### config.mk
export PLATFORM = sky130hd
export DESIGN_NAME = buyruk_getirici_flat
export DESIGN_NICKNAME = d
export VERILOG_FILES = /design/src/rtl/islemci_pkg.sv /design/src/rtl/buyruk_getirici_if.sv /design/src/rtl/buyruk_fifo.sv /design/src/rtl/buyruk_getirici.sv /design/src/flat_wrapper.sv
export SDC_FILE = /design/constraint.sdc
export NUM_CORES = 1
export LEC_CHECK = 0
export ABC_CLOCK_PERIOD_IN_PS = 3900
export CORE_ASPECT_RATIO = 1.4
export CORE_MARGIN = 2
export CORE_UTILIZATION = 50
export DETAILED_ROUTE_END_ITERATION = 10
export PLACE_DENSITY = 0.73
export SLEW_MARGIN = 25
export SYNTH_ARGS = -nofsm -noshare
export SYNTH_HDL_FRONTEND = slang
export SYNTH_SLANG_ARGS = --single-unit
export TNS_END_PERCENT = 50
### constraint.sdc
create_clock -name clk -period 3.9 [get_ports clk]
set_input_delay 0.39 -clock clk [delete_from_list [all_inputs] [get_ports clk]]
set_output_delay 0.39 -clock clk [all_outputs]
set_load 0.05 [all_outputs]
### src/rtl/islemci_pkg.sv
// Shared definitions for the multicycle RV32 core: reset PC, bus widths,
// control-flow opcodes and the instruction+PC entry carried by the fetch buffer.
package islemci_pkg;

  localparam logic [31:0] BELLEK_ADRES = 32'h8000_0000;
  localparam int          VERI_BIT     = 32;
  localparam int          ADRES_BIT    = 32;

  localparam logic [6:0] OP_BRANCH = 7'b110_0011;
  localparam logic [6:0] OP_JAL    = 7'b110_1111;
  localparam logic [6:0] OP_JALR   = 7'b110_0111;

  typedef struct packed {
    logic [VERI_BIT-1:0]  veri;
    logic [ADRES_BIT-1:0] ps;
  } buyruk_t;

  // True for the opcodes that may later drive yonlendir from execute.
  function automatic logic akis_degistiren_mi(input logic [VERI_BIT-1:0] b);
    return (b[6:0] == OP_BRANCH) || (b[6:0] == OP_JAL) || (b[6:0] == OP_JALR);
  endfunction

endpackage

### src/rtl/buyruk_getirici_if.sv
// Fetch-unit bus bundle: instruction-memory request/response plus the decode handshake.
// master = fetch unit, slave = memory/decode environment.
interface buyruk_getirici_if #(
  parameter int VERI_BIT  = islemci_pkg::VERI_BIT,
  parameter int ADRES_BIT = islemci_pkg::ADRES_BIT
);

  logic                 istek_gecerli;
  logic [ADRES_BIT-1:0] istek_adres;
  logic                 istek_hazir;
  logic                 yanit_gecerli;
  logic [VERI_BIT-1:0]  yanit_veri;
  logic                 buyruk_gecerli;
  logic [VERI_BIT-1:0]  buyruk;
  logic [ADRES_BIT-1:0] buyruk_ps;
  logic                 buyruk_hazir;

  modport master (
    output istek_gecerli, istek_adres, buyruk_gecerli, buyruk, buyruk_ps,
    input  istek_hazir, yanit_gecerli, yanit_veri, buyruk_hazir
  );

  modport slave (
    input  istek_gecerli, istek_adres, buyruk_gecerli, buyruk, buyruk_ps,
    output istek_hazir, yanit_gecerli, yanit_veri, buyruk_hazir
  );

endinterface

### src/rtl/buyruk_fifo.sv
// Instruction buffer: synchronous FIFO of {instruction, PC} entries with a
// single-cycle flush. Head is read straight from storage; there is no bypass.
module buyruk_fifo
  import islemci_pkg::*;
#(
  parameter int FIFO_DERINLIK = 4
) (
  input  logic                             clk,
  input  logic                             rst,
  input  logic                             flush,
  input  logic                             push,
  input  buyruk_t                          push_data,
  input  logic                             pop,
  output buyruk_t                          head,
  output logic                             full,
  output logic                             empty,
  output logic [$clog2(FIFO_DERINLIK):0]   count
);

  localparam int IW = $clog2(FIFO_DERINLIK);
  localparam int CW = IW + 1;

  buyruk_t        mem [FIFO_DERINLIK];
  logic [IW-1:0]  wr_ptr;
  logic [IW-1:0]  rd_ptr;
  logic           do_push;
  logic           do_pop;

  assign empty   = (count == '0);
  assign full    = (count == CW'(FIFO_DERINLIK));
  assign do_push = push && !full;
  assign do_pop  = pop && !empty;
  assign head    = mem[rd_ptr];

  // Flush wins over a same-cycle push or pop.
  always_ff @(posedge clk) begin
    if (rst || flush) begin
      wr_ptr <= '0;
      rd_ptr <= '0;
      count  <= '0;
    end else begin
      if (do_push) wr_ptr <= wr_ptr + IW'(1);
      if (do_pop)  rd_ptr <= rd_ptr + IW'(1);
      count <= count + CW'(do_push) - CW'(do_pop);
    end
  end

  // NOTE: storage is deliberately not reset; validity is carried by count alone,
  // which keeps the array mappable to plain RAM.
  always_ff @(posedge clk) begin
    if (do_push) mem[wr_ptr] <= push_data;
  end

endmodule

### src/rtl/buyruk_getirici.sv
// Instruction fetch front-end: credit-limited word fetch, in-order response
// tagging with PC, and redirect handling that drops stale in-flight responses.
module buyruk_getirici #(
  parameter logic [31:0] BELLEK_ADRES  = islemci_pkg::BELLEK_ADRES,
  parameter int          VERI_BIT      = islemci_pkg::VERI_BIT,
  parameter int          ADRES_BIT     = islemci_pkg::ADRES_BIT,
  parameter int          FIFO_DERINLIK = 4
) (
  input  logic                  clk,
  input  logic                  rst,
  buyruk_getirici_if.master     bus,
  input  logic                  yonlendir,
  input  logic [ADRES_BIT-1:0]  yonlendir_adres,
  output logic                  hizasiz
);

  import islemci_pkg::buyruk_t;

  localparam int CW = $clog2(FIFO_DERINLIK) + 1;

  logic [ADRES_BIT-1:0] fetch_ps;
  logic [ADRES_BIT-1:0] yanit_ps;
  logic [ADRES_BIT-1:0] hedef;
  logic [CW-1:0]        bekleyen;
  logic [CW-1:0]        atilacak;
  logic [CW-1:0]        doluluk;
  logic [CW+1:0]        toplam;
  logic [VERI_BIT-1:0]  gelen_veri;
  logic                 istek_el;
  logic                 yanit_etkin;
  logic                 yanit_sakla;
  logic                 fifo_full;
  logic                 fifo_empty;
  buyruk_t              giris;
  buyruk_t              bas;

  // Every buffer slot is promised to exactly one entry: stored, in flight, or to be dropped.
  assign toplam = (CW+2)'(doluluk) + (CW+2)'(bekleyen) + (CW+2)'(atilacak);

  // NOTE: request valid is combinational on yonlendir so a redirect cycle can
  // never launch a request from the stale PC.
  assign bus.istek_gecerli = (toplam < (CW+2)'(FIFO_DERINLIK)) && !yonlendir && !rst;
  assign bus.istek_adres   = fetch_ps;

  assign istek_el    = bus.istek_gecerli && bus.istek_hazir;
  assign yanit_etkin = bus.yanit_gecerli && ((bekleyen != '0) || (atilacak != '0));
  assign yanit_sakla = yanit_etkin && (atilacak == '0) && !yonlendir && !fifo_full;
  assign hedef       = {yonlendir_adres[ADRES_BIT-1:2], 2'b00};

  assign gelen_veri  = bus.yanit_veri;
  assign giris.veri  = gelen_veri;
  assign giris.ps    = yanit_ps;

  always_ff @(posedge clk) begin
    if (rst) begin
      fetch_ps <= ADRES_BIT'(BELLEK_ADRES);
      yanit_ps <= ADRES_BIT'(BELLEK_ADRES);
      bekleyen <= '0;
      atilacak <= '0;
      hizasiz  <= 1'b0;
    end else if (yonlendir) begin
      // All outstanding responses become drops; one arriving now is already spent.
      atilacak <= atilacak + bekleyen - CW'(yanit_etkin);
      bekleyen <= '0;
      fetch_ps <= hedef;
      yanit_ps <= hedef;
      hizasiz  <= |yonlendir_adres[1:0];
    end else begin
      hizasiz <= 1'b0;
      if (istek_el) fetch_ps <= fetch_ps + ADRES_BIT'(4);
      // Older drops always precede kept responses in the in-order stream.
      if (yanit_etkin && (atilacak != '0)) begin
        atilacak <= atilacak - CW'(1);
        bekleyen <= bekleyen + CW'(istek_el);
      end else begin
        bekleyen <= bekleyen + CW'(istek_el) - CW'(yanit_etkin);
        if (yanit_etkin) yanit_ps <= yanit_ps + ADRES_BIT'(4);
      end
    end
  end

  buyruk_fifo #(
    .FIFO_DERINLIK (FIFO_DERINLIK)
  ) u_fifo (
    .clk       (clk),
    .rst       (rst),
    .flush     (yonlendir),
    .push      (yanit_sakla),
    .push_data (giris),
    .pop       (bus.buyruk_gecerli && bus.buyruk_hazir),
    .head      (bas),
    .full      (fifo_full),
    .empty     (fifo_empty),
    .count     (doluluk)
  );

  assign bus.buyruk_gecerli = !fifo_empty;
  assign bus.buyruk         = bas.veri;
  assign bus.buyruk_ps      = bas.ps;

endmodule
### src/flat_wrapper.sv
// flat-port wrapper written by rule: the top's interface ports become plain ports
module buyruk_getirici_flat import islemci_pkg::buyruk_t;
#(
  parameter logic [31:0] BELLEK_ADRES  = islemci_pkg::BELLEK_ADRES,
  parameter int          VERI_BIT      = islemci_pkg::VERI_BIT,
  parameter int          ADRES_BIT     = islemci_pkg::ADRES_BIT,
  parameter int          FIFO_DERINLIK = 4
)
  (clk, rst, yonlendir, yonlendir_adres, hizasiz, bus_istek_gecerli, bus_istek_adres, bus_buyruk_gecerli, bus_buyruk, bus_buyruk_ps, bus_istek_hazir, bus_yanit_gecerli, bus_yanit_veri, bus_buyruk_hazir);
  buyruk_getirici_if #(.VERI_BIT(VERI_BIT), .ADRES_BIT(ADRES_BIT)) bus_i ();
  input  logic clk;
  input  logic rst;
  input  logic yonlendir;
  input  logic [ADRES_BIT-1:0] yonlendir_adres;
  output logic hizasiz;
  output wire logic [$bits(bus_i.istek_gecerli)-1:0] bus_istek_gecerli;
  output wire logic [$bits(bus_i.istek_adres)-1:0] bus_istek_adres;
  output wire logic [$bits(bus_i.buyruk_gecerli)-1:0] bus_buyruk_gecerli;
  output wire logic [$bits(bus_i.buyruk)-1:0] bus_buyruk;
  output wire logic [$bits(bus_i.buyruk_ps)-1:0] bus_buyruk_ps;
  input wire logic [$bits(bus_i.istek_hazir)-1:0] bus_istek_hazir;
  input wire logic [$bits(bus_i.yanit_gecerli)-1:0] bus_yanit_gecerli;
  input wire logic [$bits(bus_i.yanit_veri)-1:0] bus_yanit_veri;
  input wire logic [$bits(bus_i.buyruk_hazir)-1:0] bus_buyruk_hazir;
  assign bus_istek_gecerli = bus_i.istek_gecerli;
  assign bus_istek_adres = bus_i.istek_adres;
  assign bus_buyruk_gecerli = bus_i.buyruk_gecerli;
  assign bus_buyruk = bus_i.buyruk;
  assign bus_buyruk_ps = bus_i.buyruk_ps;
  assign bus_i.istek_hazir = bus_istek_hazir;
  assign bus_i.yanit_gecerli = bus_yanit_gecerli;
  assign bus_i.yanit_veri = bus_yanit_veri;
  assign bus_i.buyruk_hazir = bus_buyruk_hazir;
  buyruk_getirici #(.BELLEK_ADRES(BELLEK_ADRES), .VERI_BIT(VERI_BIT), .ADRES_BIT(ADRES_BIT), .FIFO_DERINLIK(FIFO_DERINLIK)) u_core (.clk(clk), .rst(rst), .bus(bus_i), .yonlendir(yonlendir), .yonlendir_adres(yonlendir_adres), .hizasiz(hizasiz));
endmodule
==> flow_summary.yaml, run 1 <==
power:
  ir_worst_vdd_v: 0.0003412
  p_total_mw: 8.108
  p_leak_nw: 5.513
  power.density_nw_per_um2: 488.1
floorplanning:
  coreArea_um2: 26650
  num_rows: 71
  ioPinCount: 169
  die_x_um: 142.6
  die_height_um: 198.1
  start_util_pct: 50.48
  die-area_um2: 28250
global_routing:
  grt.overflow.total: 0
  grt_use_total_pct: 19.89
  grt_max_degree: 42
  grt_use_met1_pct: 25.43
  grt_pass1_vias: 7923
  met3_usage_pct: 2.563
  antenna_found_initial: 0
  grt_use_met2_pct: 35.59
  grt_pass1_wl_um: 43210
  grt.busiest_layer: "met2"
synth:
  synth_ff_type: "edfxtp_1"
  netlist_area_um2: 13450
  yosys-top-cells-count: "edfxtp_1, dfxtp_1, mux4_2, inv_1, nand2_1"
  synth_top_area_share_pct: 55.35
  synth.area.mux_share_pct: 10.76
  synth_warnings: 0
  ys_seq_area_share_pct: 66.66
  yosysUniqueCellTypes: 57
  synthAdderAreaFrac_pct: 2.492
  synth_seq_cells: 324
  yosysMostFrequentCell: "edfxtp_1"
  async_flop_share_pct: 0
  synth-compound-area-share_pct: 5.850
  netlist_top_cells_area: "edfxtp_1, dfxtp_1, mux4_2"
  synth-xor-area-share_pct: 2.995
  synth-simple-area-share_pct: 8.742
  yosys.area.top_type: "edfxtp_1"
  syn-mean-instance-area_um2: 15.64
  synth_top_family_by_area: "multiplexers"
  syn_inst: 860
  synth-edff-count: 248
sta:
  fmax_ghz: 0.2958
  fin_worst_skew_ps: 17.35
  finalHoldViolCount: 0
  setup-violations-final: 0
  tns_ps: 0
  fin_ws_ps: 519.4
  layout_worst_path_cycle_share_pct: 86.68
  tightest_slew_ps: 906.7
  fin_crit_ps: 3381
  relSlewSlack_pct: 39.00
  drv_slew: 0
  rsz0062_at_grt: "false"
layout:
  num-fill-cells: 1992
  post-route-util_pct: 62.33
  layout-drive-gt1-share_pct: 14.43
  area_growth_pct: 23.46
  nets: 1139
  diodes: 0
critical_path:
  cp.arrival_ps: 2990
  critical_path_class: "reg -> out"
  critical_path.cell_chain: "ha_1, fa_1, xor2_1, ha_1, nor4_1, and4_1, buf_4, and2_1, buf_4"
  crit_slowest_cell: "fa_1"
  cp-end-kind: "output port"
  required_ps: 3510
  max_stage_delay_ps: 380
  critical_path.startpoint_type: "flip-flop"
  cp_max_fo: 20
clock_tree:
  hold_buffers: 0
  numClockSinks: 324
  post_cts_resized: 0
  cts_max_level: 1
  path_clk_slew_ps: 70
  root_buffer: "clkbuf_16"
  insertion_delay_ps: 560
  cts_tree: "done"
  clk_path_buf_depth: 3
  cts_inserted_buffers: 29
  postCtsSetupBuffers: 0
detailed_routing:
  antenna_left: 0
  dr_total_vias: 7942
  wl_per_cell_um: 20.06
  drt_iter0_markers: 399
  first_pass_iters: 5
  routed_via_density: 5.693
  drt-total-wl_um: 27990
  drc: 0
run:
  drv_cap: 0
placement:
  io_buffers: 164
  pre_cts_ws_ps: 758.4
  hpwl_um: 18990
  place.gp.congestion: 0.9259
status:
  status: "complete, no violations"
min_path:
  min_path_type: "in -> reg"
-- metal layers --
metal	part of all wire [%]	wire length (um)	up-vias
met5	0	0	-
met4	1.8	505	0
met1	41	11460	3909
met3	5.1	1441	33
li1	-	-	3731
met2	52	14570	269
-- critical path: cells and delay by family (launching register included) --
family                   cells  cell delay (ps)
adder cells (fa/ha/maj)      3              890
AND/OR/NAND/NOR              3              630
buffers and inverters        2              430
flip-flops                   1              340
XOR/XNOR                     1              160
-- sequential cells by signal, summed over array words and instances, names as in the netlist, named ones only --
| signal | cells |
|---|---|
| u_core.u_fifo.mem | 248 |
| u_core.bus.istek_adres | 30 |
| u_core.yanit_ps | 30 |
| u_core.atilacak | 3 |
| u_core.bekleyen | 3 |
| u_core.u_fifo.count | 3 |
| u_core.u_fifo.rd_ptr | 2 |
| u_core.u_fifo.wr_ptr | 2 |
| u_core.hizasiz | 1 |
-- cell type report --
cell class,instances,area [um^2],area share [%]
clock buffers,38,790.8,4.760
flip-flops and latches,324,8974,54.02
inverters,43,161.4,0.9717
repair buffers,189,1952,11.75
clock inverters,16,153.9,0.9265
well taps,328,410.4,2.471
multi-input cells,457,4169,25.10
-- cells in the final DEF, fill, tap and decap left out, types with 9 or more instances in the layout --
cell,netlist,layout
a21boi_0,25,25
a21oi_1,28,28
a31oi_1,9,9
buf_12,0,10
buf_4,4,16
clkbuf_16,0,30
clkdlybuf4s50_1,0,163
dfxtp_1,76,74
edfxtp_1,248,248
ha_1,22,22
inv_1,42,42
mux4_2,62,62
nand2_1,34,34
nand3_1,29,29
nand4_1,28,28
nor2_1,30,30
nor3_1,11,11
nor4_1,12,12
o21a_1,9,9
xnor2_1,15,15
xor2_1,31,31
-- power breakdown --
part           switching, mW  total, mW  leakage, nW  internal, mW
clock network           1.20       2.82        0.461          1.62
logic                  0.777       1.30         2.17         0.524
registers              0.130       3.99         2.88          3.86
total                   2.10       8.11         5.51          6.01
-- path summary, 6_finish.rpt --
check | startpoint | endpoint | slack [ps] | cells past startpoint
max | u_core.u_fifo.count[0] | bus_istek_gecerli | 520 | 9
min | yonlendir_adres[0] | u_core.hizasiz | 420 | 2
max reg2reg | u_core.u_fifo.count[0] | u_core.bekleyen[1] | 730 | 13
min reg2reg | u_core.u_fifo.rd_ptr[1] | u_core.u_fifo.rd_ptr[1] | 540 | 2
-- per-stage QoR --
stage	instance area (um^2)	hold WS, ps	instances
after floorplan	13470	482.4	863
after global placement	15670	503.8	1341
after detailed placement	15670	529.2	1341
after CTS	16610	401.6	1395
after global routing	16610	404.3	1395
final	16610	420.5	1395
-- cell families after synthesis --
group                      count (synthesis)
and+or+nand+nor                          201
DFF                                      324
muxes                                     67
AOI/OAI and AO/OA                        114
buffers and inverters                     82
other                                      1
xor gates and xnor gates                  46
adders and majority gates                 25
No activity file was read; power rests on OpenSTA's default activity.
==> run 2: changes to the inputs <==
Settings changed: RECOVER_POWER from default to 25.
==> run 2 against run 1 <==
Against the previous run:
- utilization stayed put
- wire length hardly changed
- sequential cell count stayed put
- maximum frequency hardly changed
- register-to-register slack hardly changed
- die area stayed put
- worst hold slack worse by 0.54 ps
- clock skew is 0.71 ps higher
- non-clock buffer count stayed put
- first-iteration DRC count is 8.0% higher
- via count is 0.24% higher
- sequential power hardly changed
==> flow_summary.yaml, run 2 (synthesis results as in run 1) <==
floorplanning:
  ioPinCount: 169
  num_rows: 71
  coreArea_um2: 26650
  start_util_pct: 50.48
  die-area_um2: 28250
  die_height_um: 198.1
  die_x_um: 142.6
power:
  p_leak_nw: 5.521
  p_total_mw: 8.102
  ir_worst_vdd_v: 0.0003412
  power.density_nw_per_um2: 487.7
layout:
  num-fill-cells: 1992
  nets: 1139
  final_cell_count_no_fill: 1395
  regMostFlops: "u_core.u_fifo.mem"
  post-route-util_pct: 62.33
  area_growth_pct: 23.46
  layout-drive-gt1-share_pct: 14.43
  layout_common_cells: "edfxtp_1, clkdlybuf4s50_1, dfxtp_1"
  largest_reg_flops: 248
  diodes: 0
  final_common_cell: "edfxtp_1"
sta:
  hold_ws_ps: 419.9
  fin_crit_ps: 3381
  finalHoldViolCount: 0
  relSlewSlack_pct: 36.61
  setup-violations-final: 0
  fmax_ghz: 0.2958
  rsz0062_at_grt: "false"
  layout_worst_path_cycle_share_pct: 86.69
  drv_slew: 0
  fin_worst_skew_ps: 18.06
  tns_ps: 0
  tightest_slew_ps: 942.1
clock_tree:
  cts_inserted_buffers: 29
  hold_buffers: 0
  postCtsSetupBuffers: 0
  path_clk_slew_ps: 70
  numClockSinks: 324
  cts_tree: "done"
  clk_path_buf_depth: 3
  insertion_delay_ps: 560
  root_buffer: "clkbuf_16"
  post_cts_resized: 0
  cts_max_level: 1
placement:
  dp_cells: 1341
  hpwl_um: 18990
  place.gp.congestion: 0.9259
  io_buffers: 164
detailed_routing:
  dr_total_vias: 7961
  antenna_left: 0
  wl_per_cell_um: 20.05
  first_pass_iters: 7
  drc: 0
  drt_iter0_markers: 431
  routed_via_density: 5.707
  drt-total-wl_um: 27960
run:
  drv_cap: 0
critical_path:
  critical_path.cell_chain: "ha_1, fa_1, xor2_1, ha_1, nor4_1, and4_1, buf_4, and2_1, buf_4"
  cp-end-kind: "output port"
  crit_slowest_cell: "fa_1"
  cp.arrival_ps: 2990
  max_stage_delay_ps: 380
  critical_path_class: "reg -> out"
  path_buf_inv: 2
  cp_top_family: "adder cells"
  required_ps: 3510
  r2r_slack_ps: 730
  cp_max_fo: 20
  critical_path.startpoint_type: "flip-flop"
global_routing:
  grt_pass1_vias: 7923
  grt.overflow.total: 0
  antenna_found_initial: 0
  grt_max_degree: 42
  grt_pass1_wl_um: 43210
  grt_use_total_pct: 19.89
status:
  status: "complete, no violations"
min_path:
  min_path_type: "in -> reg"
## run 2: cell types whose count changed in the layout (fill, tap and decap cells not counted), sizes merged
| cell | change |
|---|---|
| clkdlybuf4s50 | -32 |
| dlygate4sd3 | +32 |
## run 2: power by group
part           internal [mW]  switching, mW
registers               3.86          0.130
clock network           1.62           1.20
logic                  0.517          0.777
## run 2: final timing paths
| kind | start | to | cells after the start |
|---|---|---|---|
| hold reg to reg | u_core.u_fifo.rd_ptr[1] | flip-flop | 2 |
| setup reg to reg | u_core.u_fifo.count[0] | u_core.bekleyen[1] | 13 |
| setup / recovery | u_core.u_fifo.count[0] | bus_istek_gecerli | 9 |
| hold / removal | yonlendir_adres[0] | u_core.hizasiz | 2 |
## run 2: worst reg2reg max path, cell delays in order, from the launching register on
cell and delay (ps):
dfxtp_1 340, ha_1 240, fa_1 380, xor2_1 160, ha_1 270, nor4_1 230, and4_1 240, nand3_1 180
inv_1 120, ha_1 140, ha_1 230, inv_1 70, ha_1 230, a211oi_1 250
## run 2: stage by stage
step                      setup WS (ps)  instance area, um^2
final                             519.0                16610
after floorplan                   621.0                13470
after global placement            786.9                15670
after CTS                         496.5                16610
after detailed placement          758.4                15670
after global routing              386.0                16610
## run 2: final cells by class
| type | count | area, um^2 | area share [%] |
|---|---|---|---|
| sequential | 324 | 8974 | 54.02 |
| multi-input combinational | 457 | 4169 | 25.10 |
| tap | 328 | 410.4 | 2.471 |
| inverter | 43 | 161.4 | 0.9717 |
| timing repair buffer | 189 | 1952 | 11.75 |
| clock inverter | 16 | 153.9 | 0.9265 |
| clock buffer | 38 | 790.8 | 4.760 |
## run 2: per-layer routing
metal | vias to the layer above | part of all wire (%) | wire [um] | global-route usage (%)
li1 | 3732 | - | - | -
met1 | 3924 | 41 | 11500 | 25.43
met2 | 272 | 52 | 14550 | 35.59
met3 | 33 | 5.1 | 1433 | 2.563
met4 | 0 | 1.7 | 480 | 5.647
met5 | - | 0 | 0 | 0
==> run 3: changes to the inputs <==
Settings changed: CORE_ASPECT_RATIO 1.4 to 0.9, GPL_ROUTABILITY_DRIVEN from default to 0.
==> run 3 against run 2 <==
Against the previous run:
- worst hold slack gained 72 ps
- die area is essentially flat
- sequential share of layout area grew 0.073 points
- final cell count grew 1.4%
- sequential cell count is the same
==> flow_summary.yaml, run 3 (synthesis results as in run 1) <==
power:
  p_leak_nw: 5.500
  ir_worst_vdd_v: 0.0003010
  power.density_nw_per_um2: 493.4
placement:
  hpwl_um: 18710
  io_buffers: 164
  post_dp_cell_area_um2: 15590
detailed_routing:
  drc: 0
  drt_iter0_markers: 692
  drt-total-wl_um: 28290
  antenna_left: 0
  routed_via_density: 5.707
  first_pass_iters: 5
  dr_total_vias: 8075
  wl_per_cell_um: 20.00
critical_path:
  cp_max_fo: 13
  critical_path_class: "reg -> out"
  critical_path.cell_chain: "ha_1, fa_1, xor2_1, ha_1, nor4_1, and4_1, buf_4, and2_1, buf_4"
  crit_slowest_cell: "and4_1"
  critical_path.startpoint_type: "flip-flop"
  max_stage_delay_ps: 450
  cp-end-kind: "output port"
  required_ps: 3510
  cp.arrival_ps: 3180
sta:
  fin_worst_skew_ps: 18.09
  tightest_slew_ps: 983.9
  fin_crit_ps: 3567
  layout_worst_path_cycle_share_pct: 91.47
  setup-violations-final: 0
  finalHoldViolCount: 0
  relSlewSlack_pct: 33.86
  drv_slew: 0
  fmax_ghz: 0.2803
  tns_ps: 0
  rsz0062_at_grt: "false"
layout:
  largest_reg_flops: 248
  nets: 1137
  area_growth_pct: 23.30
  layout-drive-gt1-share_pct: 13.96
  final_common_cell: "edfxtp_1"
  diodes: 0
  layout_common_cells: "edfxtp_1, clkdlybuf4s50_1, dfxtp_1"
  regMostFlops: "u_core.u_fifo.mem"
  fin_area_um2: 16590
global_routing:
  grt.overflow.total: 0
  grt_pass1_wl_um: 45150
  grt_max_degree: 63
  antenna_found_initial: 0
  grt_use_total_pct: 20.41
  grt_pass1_vias: 8297
floorplanning:
  num_rows: 56
  die-area_um2: 28240
  ioPinCount: 169
  start_util_pct: 51.20
  coreArea_um2: 26280
  die_height_um: 159.6
  die_x_um: 176.9
run:
  drv_cap: 0
clock_tree:
  clk_path_buf_depth: 3
  numClockSinks: 324
  cts_inserted_buffers: 34
  hold_buffers: 0
  insertion_delay_ps: 500
  postCtsSetupBuffers: 0
  cts_max_level: 2
  path_clk_slew_ps: 60
  root_buffer: "clkbuf_16"
  post_cts_resized: 0
  cts_tree: "done"
status:
  status: "complete, no violations"
min_path:
  min_path_type: "in -> reg"
==> run 3: cell count changes in the layout (fill, tap and decap cells not counted) <==
cell and delta:
clkbuf_16 +5, clkbuf_1 -1, buf_12 -4, buf_4 -3
clkinv_2 -1, inv_6 +1, clkinvlp_2 +1, clkinv_1 +6
clkinvlp_4 -1, bufinv_16 -3
==> run 3: final cells by class <==
| class | count | area (um^2) |
|---|---|---|
| fillers | 1977 | 9687 |
| flip-flops and latches | 324 | 8974 |
| multi-input cells | 457 | 4169 |
| repair buffers | 182 | 1849 |
| clock buffers | 42 | 912.1 |
| well taps | 348 | 435.4 |
| inverters | 43 | 161.4 |
| clock inverters | 19 | 87.58 |
==> run 3: path summary, 6_finish.rpt <==
check	from	cells after the start	endpoint	slack (ps)
setup / recovery	u_core.bekleyen[0]	9	bus_istek_gecerli	330
hold / removal	yonlendir_adres[0]	2	u_core.hizasiz	490
setup reg to reg	u_core.bekleyen[0]	13	u_core.bekleyen[1]	590
hold reg to reg	u_core.u_fifo.rd_ptr[0]	2	flip-flop	540
==> run 3: report_power, final <==
part	total (mW)	internal [mW]	switching [mW]	leakage, nW
clock	2.90	1.66	1.24	0.489
combinational	1.29	0.509	0.785	2.13
sequential	3.99	3.86	0.135	2.88
==> run 3: routing by layer <==
layer,track usage [%],vias up,routed length (um)
li1,-,3729,-
met1,30.47,3979,13020
met2,31.45,325,12930
met3,3.738,42,1926
met4,4.696,0,420
met5,0,-,0
==> run 3: worst max-delay path: cells and delay by family, from the launching register on <==
family | cells | cell delay (ps)
flip-flops | 1 | 350
XOR/XNOR | 1 | 150
buffers and inverters | 2 | 470
adder cells (fa/ha/maj) | 3 | 870
AND/OR/NAND/NOR | 3 | 840
==> run 3: stage by stage <==
step | cells | hold slack (ps) | utilization, % | power [mW] | setup WS (ps)
after floorplan | 863 | 482.4 | - | 4.927 | 621.0
after global placement | 1354 | 505.5 | 59.33 | 5.341 | 649.8
after detailed placement | 1354 | 527.9 | 59.33 | 5.374 | 591.1
after CTS | 1415 | 477.7 | 63.13 | 8.283 | 324.5
after global routing | 1415 | 515.1 | 63.13 | 8.531 | 183.7
final | 1415 | 491.8 | 63.13 | 8.185 | 332.8
